--- config.mk ---
export PLATFORM = sky130hd
export DESIGN_NAME = bcd_digit_counter_flat
export DESIGN_NICKNAME = d
export VERILOG_FILES = /design/src/rtl/bcd_pkg.sv /design/src/rtl/bcd_digit_counter_if.sv /design/src/rtl/step_conditioner.sv /design/src/rtl/bcd_digit_counter.sv /design/src/flat_wrapper.sv
export SDC_FILE = /design/constraint.sdc
export NUM_CORES = 1
export LEC_CHECK = 0
export ABC_CLOCK_PERIOD_IN_PS = 2000
export CAP_MARGIN = 20
export CORE_UTILIZATION = 46
export DETAILED_ROUTE_END_ITERATION = 16
export PLACE_DENSITY = 0.64
export SLEW_MARGIN = 20
export SYNTH_ARGS = -nofsm -noshare
export SYNTH_HDL_FRONTEND = slang
export SYNTH_SLANG_ARGS = --single-unit
--- constraint.sdc ---
create_clock -name clk -period 2 [get_ports clk]
set_input_delay 0.4 -clock clk [delete_from_list [all_inputs] [get_ports clk]]
set_output_delay 0.4 -clock clk [all_outputs]
set_load 0.01 [all_outputs]
--- src/rtl/bcd_pkg.sv ---
// Shared types and constants for the single-digit BCD counter.
package bcd_pkg;

    localparam int unsigned DIGIT_W = 4;

    typedef logic [DIGIT_W-1:0] digit_t;

    localparam digit_t BCD_MAX = digit_t'(9);
    localparam digit_t BCD_MIN = digit_t'(0);

    // True when the code is a legal decimal digit.
    function automatic logic is_bcd(input digit_t d);
        return d <= BCD_MAX;
    endfunction

endpackage

--- src/rtl/bcd_digit_counter_if.sv ---
// Control inputs and digit outputs of the BCD digit counter.
interface bcd_digit_counter_if;
    import bcd_pkg::*;

    logic   run;
    logic   step;
    logic   up;
    logic   load;
    digit_t load_val;
    logic   W;
    logic   X;
    logic   Y;
    logic   Z;
    logic   carry;
    logic   tick;

    modport master (
        output run, step, up, load, load_val,
        input  W, X, Y, Z, carry, tick
    );

    modport slave (
        input  run, step, up, load, load_val,
        output W, X, Y, Z, carry, tick
    );

endinterface

--- src/rtl/step_conditioner.sv ---
// Push-button conditioning: 2-flop synchronizer, optional debouncer
// (BCD_DEBOUNCE_EN) and a one-cycle rising-edge pulse.
module step_conditioner #(
    parameter int unsigned DB_CYCLES = 16
) (
    input  logic clk,
    input  logic rst_n,
    input  logic step,
    output logic pulse_c
);

    if (DB_CYCLES < 2) begin : g_bad_db_cycles
        $error("step_conditioner: DB_CYCLES must be at least 2");
    end

    logic sync_q1;
    logic sync_q2;
    logic level;
    logic level_q;

    // Metastability guard for the asynchronous button input.
    always_ff @(posedge clk or negedge rst_n) begin
        if (!rst_n) begin
            sync_q1 <= 1'b0;
            sync_q2 <= 1'b0;
        end else begin
            sync_q1 <= step;
            sync_q2 <= sync_q1;
        end
    end

`ifdef BCD_DEBOUNCE_EN
    localparam int unsigned DB_W = $clog2(DB_CYCLES);

    logic [DB_W-1:0] db_cnt_q;

    // Level follows the synchronized input only after DB_CYCLES disagreeing cycles in a row.
    always_ff @(posedge clk or negedge rst_n) begin
        if (!rst_n) begin
            db_cnt_q <= '0;
            level    <= 1'b0;
        end else if (sync_q2 != level) begin
            if (db_cnt_q == DB_W'(DB_CYCLES - 1)) begin
                level    <= sync_q2;
                db_cnt_q <= '0;
            end else begin
                db_cnt_q <= db_cnt_q + DB_W'(1);
            end
        end else begin
            db_cnt_q <= '0;
        end
    end
`else
    assign level = sync_q2;
`endif

    // Edge register resets low so a button held through reset still counts once.
    always_ff @(posedge clk or negedge rst_n) begin
        if (!rst_n) begin
            level_q <= 1'b0;
        end else begin
            level_q <= level;
        end
    end

    assign pulse_c = level & ~level_q;

endmodule

--- src/rtl/bcd_digit_counter.sv ---
// Single-digit BCD up/down counter with auto-run prescaler, button step,
// parallel load and wrap carry. Debounce on the step path: BCD_DEBOUNCE_EN.
module bcd_digit_counter
    import bcd_pkg::*;
#(
    parameter int unsigned TICK_DIV  = 50_000_000,
    parameter int unsigned DB_CYCLES = 16
) (
    input  logic                clk,
    input  logic                rst_n,
    bcd_digit_counter_if.slave  bus
);

    if (TICK_DIV < 2) begin : g_bad_tick_div
        $error("bcd_digit_counter: TICK_DIV must be at least 2");
    end

    localparam int unsigned     PS_W    = $clog2(TICK_DIV);
    localparam logic [PS_W-1:0] PS_LAST = PS_W'(TICK_DIV - 1);

    logic [PS_W-1:0] ps_q;
    logic            tick_c;
    logic            step_pulse_c;
    logic            count_c;
    digit_t          digit_q;
    digit_t          digit_d;
    logic            carry_q;
    logic            carry_d;

    // Auto-run prescaler; held at zero while run is low.
    always_ff @(posedge clk or negedge rst_n) begin
        if (!rst_n) begin
            ps_q <= '0;
        end else if (!bus.run || ps_q == PS_LAST) begin
            ps_q <= '0;
        end else begin
            ps_q <= ps_q + PS_W'(1);
        end
    end

    assign tick_c = bus.run && (ps_q == PS_LAST);

    step_conditioner #(
        .DB_CYCLES (DB_CYCLES)
    ) u_step_conditioner (
        .clk     (clk),
        .rst_n   (rst_n),
        .step    (bus.step),
        .pulse_c (step_pulse_c)
    );

    // A tick and a step pulse in the same cycle merge into one count.
    assign count_c = tick_c | step_pulse_c;

    // Next digit: load beats counting; an out-of-range load also swallows the count.
    always_comb begin
        digit_d = digit_q;
        carry_d = 1'b0;
        if (bus.load) begin
            if (is_bcd(bus.load_val)) begin
                digit_d = bus.load_val;
            end
        end else if (count_c) begin
            if (bus.up) begin
                if (digit_q == BCD_MAX) begin
                    digit_d = BCD_MIN;
                    carry_d = 1'b1;
                end else begin
                    digit_d = digit_q + digit_t'(1);
                end
            end else begin
                if (digit_q == BCD_MIN) begin
                    digit_d = BCD_MAX;
                    carry_d = 1'b1;
                end else begin
                    digit_d = digit_q - digit_t'(1);
                end
            end
        end
    end

    always_ff @(posedge clk or negedge rst_n) begin
        if (!rst_n) begin
            digit_q <= BCD_MIN;
            carry_q <= 1'b0;
        end else begin
            digit_q <= digit_d;
            carry_q <= carry_d;
        end
    end

    assign bus.W     = digit_q[3];
    assign bus.X     = digit_q[2];
    assign bus.Y     = digit_q[1];
    assign bus.Z     = digit_q[0];
    assign bus.carry = carry_q;
    assign bus.tick  = tick_c;

endmodule
--- src/flat_wrapper.sv ---
// flat-port wrapper written by rule: the top's interface ports become plain ports
module bcd_digit_counter_flat import bcd_pkg::*;
#(
    parameter int unsigned TICK_DIV  = 50_000_000,
    parameter int unsigned DB_CYCLES = 16
)
  (clk, rst_n, bus_run, bus_step, bus_up, bus_load, bus_load_val, bus_W, bus_X, bus_Y, bus_Z, bus_carry, bus_tick);
  bcd_digit_counter_if bus_i ();
  input  logic clk;
  input  logic rst_n;
  input wire logic [$bits(bus_i.run)-1:0] bus_run;
  input wire logic [$bits(bus_i.step)-1:0] bus_step;
  input wire logic [$bits(bus_i.up)-1:0] bus_up;
  input wire logic [$bits(bus_i.load)-1:0] bus_load;
  input wire logic [$bits(bus_i.load_val)-1:0] bus_load_val;
  output wire logic [$bits(bus_i.W)-1:0] bus_W;
  output wire logic [$bits(bus_i.X)-1:0] bus_X;
  output wire logic [$bits(bus_i.Y)-1:0] bus_Y;
  output wire logic [$bits(bus_i.Z)-1:0] bus_Z;
  output wire logic [$bits(bus_i.carry)-1:0] bus_carry;
  output wire logic [$bits(bus_i.tick)-1:0] bus_tick;
  assign bus_i.run = bus_run;
  assign bus_i.step = bus_step;
  assign bus_i.up = bus_up;
  assign bus_i.load = bus_load;
  assign bus_i.load_val = bus_load_val;
  assign bus_W = bus_i.W;
  assign bus_X = bus_i.X;
  assign bus_Y = bus_i.Y;
  assign bus_Z = bus_i.Z;
  assign bus_carry = bus_i.carry;
  assign bus_tick = bus_i.tick;
  bcd_digit_counter #(.TICK_DIV(TICK_DIV), .DB_CYCLES(DB_CYCLES)) u_core (.clk(clk), .rst_n(rst_n), .bus(bus_i));
endmodule
==> impl_metrics.env <==
export IMPL_die_w_um=64.9
export IMPL_drive_gt1_share_pct=25.5
export IMPL_dpl_hpwl_mm=2.74
export IMPL_antenna_found_initial=0
export IMPL_yosys_warnings=0
export IMPL_max_freq_mhz=463
export IMPL_required_ns=1.60
export IMPL_violations="setup timing"
export IMPL_path_class="reg2out"
export IMPL_root_buffer="clkbuf_8"
export IMPL_num_vias=1563
export IMPL_grt_overflow_total=0
export IMPL_min_path_type="reg2reg"
export IMPL_clk_latency_ns=0.28
export IMPL_clkTransAtPathRegs_ns=0.07
export IMPL_wire_per_inst_um=13.0
export IMPL_p_per_area_nw_per_um2=685
export IMPL_slew_viol_final=0
export IMPL_status="finished with violations"
export IMPL_core_um2=3720
export IMPL_grt_pass1_wl_mm=6.67
export IMPL_synth_area_leaders="dfrtp_1 47%, xor2_1 8.7%, nor2_1 6.2%"
export IMPL_crit_arrival_ns=1.76
export IMPL_drc=0
export IMPL_async_flop_share_pct=100
export IMPL_synth_top_area_cell="dfrtp_1"
export IMPL_ys_types=40
export IMPL_ys_seq_area_share_pct=46.7
export IMPL_setup_viol=4
export IMPL_syn_nets=199
export IMPL_worstPathCellList="ha_2 -> nand4_2 -> or3_4 -> or2_4 -> nor2_2 -> buf_2"
export IMPL_num_rows=22
export IMPL_grt_max_degree=35
export IMPL_drt_iter0_markers=91
export IMPL_critPathLaunchType="register"
export IMPL_yosys_cell_count_top_type="dfrtp_1"
export IMPL_crit_path_max_incr_delay_ns=0.38
export IMPL_syn_inst=188
export IMPL_cts_made_buffers=5
export IMPL_dieArea_um2=4220
export IMPL_peakVddDrop_v=0.000613
export IMPL_clk_path_buf_depth=2
export IMPL_finalWeightedCongestion=0.791
export IMPL_grt_usage_pct=20.6
export IMPL_ys_seq_elements=34
export IMPL_cp_buffers_inverters=1
export IMPL_utilization_pct=65.5
export IMPL_htreeDepth=2
export IMPL_start_util_pct=49.0
export IMPL_synth_common_cells="34 x dfrtp_1, 30 x nor2_1, 18 x xor2_1"
export IMPL_synth_edf_count=0
export IMPL_ys_flop_type="dfrtp_1"
export IMPL_num_antenna_cells=0
export IMPL_maxCapViolCount=0
export IMPL_leakagePower_nw=1.11
export IMPL_viasPerCell=5.37
export IMPL_fin_skew_ns=0.00698
export IMPL_setup_worst_path_start="u_core.ps_q[0]"
export IMPL_setup_slack_ns=-0.161
export IMPL_drt_wl_total_mm=3.79
export IMPL_crit_family="simple AND/OR/NAND/NOR gates"
export IMPL_end_kind="primary output"
export IMPL_post_route_min_period_ns=2.16
export IMPL_timing_final_hold_violations=0
export IMPL_final_nets=253
export IMPL_antenna_left=0
export IMPL_netlist_area_um2=1820
export IMPL_clock_sinks=34
export IMPL_io_pins=16
export IMPL_die_h_um=64.9
export IMPL_pre_cts_slack_ns=-0.289
export IMPL_tightest_slew_ns=0.504
export IMPL_area_growth_pct=33.6
export IMPL_slew_headroom_pct=66.2
export IMPL_synth_top_area_share_pct=46.7
export IMPL_crit_fanout=2
export IMPL_grt_pass1_vias=1566
export IMPL_rsz0062_at_grt="yes"
export IMPL_avgSynthCellArea_um2=9.69
export IMPL_cts_hold_buf=0
export IMPL_drt_pre_antenna_iters=5
export IMPL_io_buffers=15
export IMPL_cpMaxStageDelayCell="or3_4"
export IMPL_hold_start="u_core.u_step_conditioner.sync_q1"
export IMPL_cts_tree="yes"
export IMPL_period_share_pct=108
export IMPL_timing_rr_start="u_core.ps_q[0]"
-- worst reg2reg max path, stage by stage (launching register included) --
cell	delay [ns]
dfrtp_1	0.36
ha_2	0.20
nand4_2	0.11
or3_4	0.38
buf_4	0.15
o32ai_4	0.23
o21a_4	0.20
mux2_4	0.30
-- repair_timing --
item,CTS,global route
setup endpoints to repair,4,5
resized for setup,9,2
setup buffers,1,2
pin swaps,4,5
-- power by group --
group          total, mW  internal (mW)  leakage (nW)  switching (mW)
clock              0.609          0.373        0.0524           0.236
combinational      0.286          0.165         0.602           0.121
sequential         0.772          0.716         0.458          0.0558
total               1.67           1.25          1.11           0.414
-- per-stage QoR --
stage / cell area [µm²] / TNS (ns) / power, mW / hold WS, ns / std cells
2_1_floorplan: 1820 / 0 / 0.921 / 0.104 / 188
3_5_place_dp: 2280 / -0.432 / 1.05 / 0.339 / 280
4_1_cts: 2410 / -0.509 / 1.68 / 0.358 / 289
5_1_grt: 2430 / -0.558 / 1.75 / 0.361 / 291
3_3_place_gp: 2280 / -0.284 / 1.04 / 0.336 / 280
6_report: 2430 / -0.249 / 1.67 / 0.355 / 291
-- state kept, by name, indices dropped and copies added, names as in the netlist --
register                           cells
u_core.digit_q                         4
u_core.u_step_conditioner.level_q      1
u_core.u_step_conditioner.level        1
u_core.ps_q                           26
u_core.u_step_conditioner.sync_q1      1
u_core.bus.carry                       1
-- routing by layer --
metal  GRT usage (%)  vias up  part of all wire [%]  wire length, µm
li1                -      763                     -                -
met1            24.8      766                    44             1690
met2            34.6       30                    51             1910
met3            7.04        4                   4.3              163
met4            6.11        0                  0.63               24
met5               0        -                     0                0
-- final cells by class --
type                    count  area [µm²]
clock buffers               7        76.3
clock inverters             1        30.0
fillers                   315        1280
inverters                   6        22.5
multi-input cells         140         936
flip-flops and latches     34         851
well taps                  48        60.1
repair buffers             55         458
-- final timing paths --
check / slack (ns) / endpoint / cells after the start
setup reg to reg: -0.03 / u_core.digit_q[3] / 7
setup / recovery: -0.16 / bus_tick / 6
hold reg to reg: 0.35 / u_core.u_step_conditioner.level / 0
min in group asynchronous: 0.51 / u_core.ps_q[10] / 2
max in group asynchronous: 1.17 / u_core.ps_q[6] / 2
hold / removal: 0.35 / u_core.u_step_conditioner.level / 0
-- cell families after synthesis --
family | count (synthesis) | share of synthesized area, %
and+or+nand+nor | 94 | 28.0
DFF | 34 | 46.7
xor gates and xnor gates | 24 | 11.5
muxes | 3 | 1.85
buffers and inverters | 14 | 3.30
adders and majority gates | 1 | 0.687
AOI/OAI and AO/OA | 18 | 7.97
-- layout by cell type, fill, tap and decap left out, types with 2 or more instances in the layout --
cell	count
clkbuf_8	5
buf_4	39
or3_1	2
xnor2_1	6
dfrtp_1	34
a221oi_1	2
a21oi_1	2
and4_1	3
nor3_1	4
nand2_1	13
clkbuf_1	2
nor2_1	29
nand3_1	14
and3_1	7
xor2_1	18
clkdlybuf4s50_1	14
inv_1	6
o21ai_0	6
nand4_1	8
mux2_4	3
Note: power is estimated with default switching activity, not from simulation.
